## src/rtl/bus_cmd_pkg.sv

```systemverilog
// bus_cmd_pkg: shared states, command/response bytes and address check for bus_cmd_master
package bus_cmd_pkg;
  typedef enum logic [2:0] {
    S_IDLE = 3'd0,
    S_ADDR = 3'd1,
    S_DATA = 3'd2,
    S_EXEC = 3'd3,
    S_RESP = 3'd4,
    S_SENT = 3'd5
  } state_t;
  localparam logic [7:0] OP_RD   = 8'h52;
  localparam logic [7:0] OP_WR   = 8'h57;
  localparam logic [7:0] RSP_OK  = 8'h4B;
  localparam logic [7:0] RSP_ERR = 8'h45;
  function automatic logic addr_ok(input logic [31:0] a, input logic [31:0] lo, input logic [31:0] hi);
    return (a[1:0] == 2'b00) && (a >= lo) && (a <= hi);
  endfunction
endpackage

```

## src/rtl/bus_cmd_timer.sv

```systemverilog
// bus_cmd_timer: saturating inter-byte idle counter, expired on the LIMIT-th idle cycle
module bus_cmd_timer #(
  parameter int unsigned LIMIT = 1000000
) (
  input  logic sysclk,
  input  logic reset,
  input  logic clear,
  input  logic enable,
  output logic expired
);
  localparam int W = (LIMIT > 1) ? $clog2(LIMIT) : 1;
  localparam logic [W-1:0] MAX = W'(LIMIT - 1);
  logic [W-1:0] cnt;
  always_ff @(posedge sysclk or posedge reset)
    if (reset) cnt <= '0;
    else if (clear) cnt <= '0;
    else if (enable && cnt != MAX) cnt <= cnt + 1'b1;
  assign expired = enable && !clear && cnt == MAX;
endmodule

```

## src/rtl/bus_cmd_master.sv

```systemverilog
// bus_cmd_master: byte-stream command decoder driving a 32-bit read/write bus and returning response bytes
module bus_cmd_master
  import bus_cmd_pkg::*;
#(
  parameter int unsigned TIMEOUT_CYCLES = 1000000,
  parameter logic [31:0] ADDR_LO = 32'h40000000,
  parameter logic [31:0] ADDR_HI = 32'h40000020
) (
  input  logic        sysclk,
  input  logic        reset,
  input  logic        rx_valid,
  input  logic [7:0]  rx_data,
  input  logic        tx_ready,
  output logic        tx_en,
  output logic [7:0]  tx_data,
  output logic        rd,
  output logic        wr,
  output logic [31:0] addr,
  output logic [31:0] wdata,
  input  logic [31:0] rdata,
  output logic        busy,
  output logic        err
);
  state_t      state;
  logic        is_wr;
  logic        seen_low;
  logic [1:0]  byte_cnt;
  logic [2:0]  resp_cnt;
  logic [31:0] resp_sr;
  logic        collecting;
  logic        expired;
  logic        legal;
  logic        bad_op;
  logic        drop;
  assign collecting = state == S_ADDR || state == S_DATA;
  assign legal      = addr_ok(addr, ADDR_LO, ADDR_HI);
  assign bad_op     = rx_data != OP_RD && rx_data != OP_WR;
  assign drop       = rx_valid && (state == S_EXEC || state == S_RESP || state == S_SENT);
  assign rd         = state == S_EXEC && legal && !is_wr;
  assign wr         = state == S_EXEC && legal && is_wr;
  assign tx_en      = state == S_RESP && tx_ready;
  assign tx_data    = resp_sr[31:24];
  assign busy       = state != S_IDLE;
  assign err        = (rx_valid && state == S_IDLE && bad_op) || drop || (state == S_EXEC && !legal) || expired;
  bus_cmd_timer #(.LIMIT(TIMEOUT_CYCLES)) u_timer (
    .sysclk (sysclk),
    .reset  (reset),
    .clear  (rx_valid || !collecting),
    .enable (collecting),
    .expired(expired)
  );
  always_ff @(posedge sysclk or posedge reset)
    if (reset) begin
      state    <= S_IDLE;
      is_wr    <= 1'b0;
      seen_low <= 1'b0;
      byte_cnt <= '0;
      resp_cnt <= '0;
      resp_sr  <= '0;
      addr     <= '0;
      wdata    <= '0;
    end else begin
      case (state)
        S_IDLE:
          if (rx_valid) begin
            byte_cnt <= '0;
            is_wr    <= rx_data == OP_WR;
            resp_sr  <= bad_op ? {RSP_ERR, 24'h0} : resp_sr;
            resp_cnt <= bad_op ? 3'd1 : resp_cnt;
            state    <= bad_op ? S_RESP : S_ADDR;
          end
        S_ADDR:
          if (expired) state <= S_IDLE;
          else if (rx_valid) begin
            addr     <= {addr[23:0], rx_data};
            byte_cnt <= byte_cnt + 1'b1;
            if (byte_cnt == 2'd3) state <= is_wr ? S_DATA : S_EXEC;
          end
        S_DATA:
          if (expired) state <= S_IDLE;
          else if (rx_valid) begin
            wdata    <= {wdata[23:0], rx_data};
            byte_cnt <= byte_cnt + 1'b1;
            if (byte_cnt == 2'd3) state <= S_EXEC;
          end
        S_EXEC: begin
          // rdata is only valid while rd is high, so the read result is captured here
          resp_sr  <= !legal ? {RSP_ERR, 24'h0} : is_wr ? {RSP_OK, 24'h0} : rdata;
          resp_cnt <= (legal && !is_wr) ? 3'd4 : 3'd1;
          state    <= S_RESP;
        end
        S_RESP:
          if (tx_ready) begin
            seen_low <= 1'b0;
            state    <= S_SENT;
          end
        S_SENT:
          if (!tx_ready) seen_low <= 1'b1;
          else if (seen_low) begin
            resp_cnt <= resp_cnt - 1'b1;
            resp_sr  <= (resp_cnt > 3'd1) ? {resp_sr[23:0], 8'h00} : resp_sr;
            state    <= (resp_cnt > 3'd1) ? S_RESP : S_IDLE;
          end
        default: state <= S_IDLE;
      endcase
    end
endmodule
```

## config.mk

```make
export PLATFORM = sky130hd
export DESIGN_NAME = bus_cmd_master
export DESIGN_NICKNAME = d
export VERILOG_FILES = /design/src/rtl/bus_cmd_pkg.sv /design/src/rtl/bus_cmd_timer.sv /design/src/rtl/bus_cmd_master.sv
export SDC_FILE = /design/constraint.sdc
export NUM_CORES = 1
export LEC_CHECK = 0
export ABC_AREA = 1
export BUFFER_PORTS_ARGS = -buffer_cell sky130_fd_sc_hd__buf_2
export CAP_MARGIN = 20
export CORE_ASPECT_RATIO = 1.5
export CORE_MARGIN = 3
export CORE_UTILIZATION = 45
export CTS_CLUSTER_DIAMETER = 100
export DETAILED_ROUTE_END_ITERATION = 12
export PLACE_DENSITY = 0.7
export REMOVE_ABC_BUFFERS = 1
export SYNTH_ARGS = -nofsm -noshare
export SYNTH_HDL_FRONTEND = slang
export SYNTH_SLANG_ARGS = --single-unit
```

## constraint.sdc

```tcl
create_clock -name sysclk -period 3.8 [get_ports sysclk]
set_input_delay 0.38 -clock sysclk [delete_from_list [all_inputs] [get_ports sysclk]]
set_output_delay 0.38 -clock sysclk [all_outputs]
set_load 0.05 [all_outputs]
```

==> results.py <==
metrics = {
    "timing": {
        "fin_setup_tns_ns": 0,
        "timing_hold_violations_final": 0,
        "final-setup-viol-count": 0,
        "timing_worst_slew_pin_value_ns": 0.931,
        "holdWs_ns": 0.0709,
        "max-slew-margin-rel": 0.377,
        "fmax_mhz": 337,
        "post-route-min-period_ns": 2.96,
        "drv_slew": 0,
        "finalCritPeriodShare": 0.780,
        "clock-skew-final_ns": 0.0100,
        "grt_setup_unrepaired": "no",
    },
    "finish": {
        "finalCoreUtilization": 0.567,
        "drive_above_1_share": 0.228,
        "final_net_count": 874,
        "fillCellCount": 1198,
        "multi_input_comb_area_um2": 2330,
        "antennaDiodeCount": 0,
        "sequential_cell_area_um2": 3150,
        "area_growth_pct": 21.3,
        "final_cell_count_no_fill": 995,
    },
    "die": {
        "die_height_um": 147,
        "starting_density": 0.468,
        "design.die.area_um2": 14600,
        "io_pins": 121,
        "standard_cell_row_count": 50,
        "placeableCoreArea_um2": 12700,
        "die_width_um": 99.8,
    },
    "power_and_ir_drop": {
        "p_per_area_nw_per_um2": 879,
        "power.static_leakage_nw": 3.84,
        "max-vdd-ir-drop_mv": 0.356,
        "report.power.total_w": 0.00633,
    },
    "yosys": {
        "adder_cell_area_share_of_the_yosys_netlist": 0.00843,
        "synth.top_cells.by_count": "sky130_fd_sc_hd__nand2_1 (227), sky130_fd_sc_hd__dfrtp_1 (126), sky130_fd_sc_hd__nor2_1 (67)",
        "synth_top_area_frac": 0.531,
        "synthesis.instances": 718,
        "synth-compound-area-share": 0.0931,
        "post_synth_xor_area_fraction": 0.00295,
        "yosysTopAreaCell": "sky130_fd_sc_hd__dfrtp_1",
        "synth-seq-area-share": 0.531,
        "yosys_warnings": 0,
        "synth_simple_gate_area_share": 0.263,
        "dominant_combinational_cell_family_by_area_after_synthesis": "simple AND/OR/NAND/NOR gates",
        "synth.top_cells.by_area": "sky130_fd_sc_hd__dfrtp_1 (53%), sky130_fd_sc_hd__nand2_1 (14%), sky130_fd_sc_hd__o21ai_0 (4.6%), sky130_fd_sc_hd__nor2_1 (4.2%), sky130_fd_sc_hd__inv_1 (3.9%)",
        "muxShareOfSynthArea": 0.0244,
        "synth-edff-count": 0,
        "synth_area_per_cell_um2": 8.27,
        "postSynth.asyncResetShare": 1.00,
        "synthMostInstantiatedCell": "sky130_fd_sc_hd__nand2_1",
        "synthDistinctLibCells": 39,
        "postSynth.topFlopCell": "sky130_fd_sc_hd__dfrtp_1",
        "ys_ff_latch": 126,
        "post_synth_instance_area_um2": 5940,
    },
    "placed_design": {
        "gpl.final_weighted_congestion": 0.843,
        "placement.io_buffers": 120,
        "dp_cells": 963,
        "dp_hpwl_mm": 9.79,
    },
    "drt": {
        "drcViolationCount": 0,
        "drtAntennaViolNets": 0,
        "detail_route.wirelength_mm": 14.3,
        "routed_wire_length_per_instance_um": 14.3,
        "drt_iter0_markers": 282,
        "drt_first_pass_iters": 5,
        "route.detailed.vias_per_inst": 5.13,
        "via_count": 5102,
    },
    "cts": {
        "tritoncts.num_buffers": 17,
        "cts_root_buffer": "sky130_fd_sc_hd__clkbuf_16",
        "quantity_of_hold_fixing_buffers_added_after_cts": 0,
        "clock_path_buffers": 2,
        "clk_pin_slew_worst_paths_ns": 0.06,
        "sinks_on_clock_net": 126,
        "cts_tree": "built",
        "post_cts.repair.setup_buffers": 0,
        "worstSkewPairLatency_ns": 0.41,
        "ctsResizeCount": 0,
        "htree_levels": 4,
    },
    "critical_path": {
        "timing.setup.critical_path_class": "reg2out",
        "worst_setup_path_start_kind": "flop",
        "crit_chain": "nor2_1 -> o21ai_0 -> nor3b_2 -> nand3_1 -> clkinv_1 -> buf_2",
        "worst-path-buf-inv": 2,
        "arrival_ns": 2.58,
        "crit_end_category": "primary output",
        "cell_depth_of_the_worst_flop_to_flop_path": 11,
        "timing.critical_path.depth": 6,
        "critPathRequiredTime_ns": 3.42,
        "crit_fanout": 11,
        "crit_path_max_incr_delay_ns": 0.63,
        "critPathSlowestCell": "sky130_fd_sc_hd__nor3b_2",
        "critical_path.top_delay_family": "simple AND/OR/NAND/NOR gates",
    },
    "status": {
        "status": "finished clean",
    },
    "global_routing": {
        "antenna_violations_before_repair": 0,
        "via_count_of_the_first_global_routing_pass": 4860,
        "track_usage": 0.199,
        "global_route_wire_length_before_repair_mm": 23.7,
        "grt_overflow_total": 0,
        "grt_start_max_net_pins": 78,
    },
    "worst_hold_path": {
        "hold_path_class": "in2async",
    },
    "job": {
        "max-cap-violations": 0,
    },
}
==> final cells by class <==
| class | instances | share of cell area |
|---|---|---|
| clock buffer | 18 | 0.0596 |
| clock inverter | 14 | 0.0254 |
| inverter | 68 | 0.0361 |
| multi-input combinational | 488 | 0.324 |
| sequential | 126 | 0.438 |
| tap | 156 | 0.0271 |
| timing repair buffer | 125 | 0.0903 |
==> per-stage QoR <==
step	instance area (um2)	setup WS [ns]
after floorplan	5740	0.0641
after global placement	6590	1.32
after detailed placement	6590	1.28
after CTS	7200	0.837
after global routing	7200	0.659
final	7200	0.837
==> flip-flops by register name, summed over array words and instances (netlist names) <==
signal,cells
addr,32
resp_sr,32
wdata,32
u_timer.cnt,20
resp_cnt,3
state,3
byte_cnt,2
is_wr,1
seen_low,1
==> worst register-to-register path: cells and delay by family (launching register included) <==
family          cells  cell delay, ns
simple gates        6            0.98
buf+inv             3            0.66
flops               1            0.44
compound gates      2            0.18
==> worst paths after layout <==
| path | startpoint | endpoint | slack, ns |
|---|---|---|---|
| min reg2reg | resp_sr[14] | resp_sr[14] | 0.48 |
| min | reset | resp_sr[25] | 0.07 |
| max reg2reg | state[0] | resp_sr[26] | 1.42 |
| min in group sysclk | rdata[1] | resp_sr[1] | 0.16 |
| max in group asynchronous | reset | wdata[26] | 2.90 |
| max | addr[0] | rd | 0.84 |
==> cell usage in the layout, fill, tap and decap left out, drive strengths merged <==
| cell | instances |
|---|---|
| nand2 | 233 |
| dfrtp | 126 |
| buf | 125 |
| inv | 72 |
| nor2 | 70 |
| o21ai | 56 |
| a21oi | 32 |
| nand4 | 31 |
| nand3 | 18 |
| clkbuf | 18 |
| mux2 | 12 |
| nor3 | 9 |
| clkinv | 5 |
| a31oi | 4 |
| ha | 4 |
| a22o | 3 |
| bufinv | 3 |
| nor4 | 3 |
| o31ai | 2 |
| or2 | 2 |
| clkinvlp | 2 |
| nor3b | 1 |
| a21o | 1 |
| xnor2 | 1 |
| o2111ai | 1 |
| a22oi | 1 |
| mux2i | 1 |
| a31o | 1 |
| xor2 | 1 |
| o211a | 1 |
==> cell families after synthesis <==
kind of cell | Yosys count
fa+ha+maj | 4
compound gates | 102
flops | 126
mux | 13
buf+inv | 104
xor+xnor | 2
simple gates | 367
==> metal layers <==
metal  global-route usage  vias up  wire [um]
li1                     -     2541          -
met1                0.262     2396       6190
met2                0.326      148       7090
met3               0.0451       17        784
met4               0.0615        0        204
met5                    0        -          0
==> where the power goes <==
part | total, W | switching, W | internal [W]
clock network | 0.00169 | 0.000647 | 0.00105
logic | 0.00267 | 0.00207 | 0.000600
registers | 0.00196 | 0.000273 | 0.00169
total | 0.00633 | 0.00299 | 0.00334
Power figures use the tool's default switching activity.
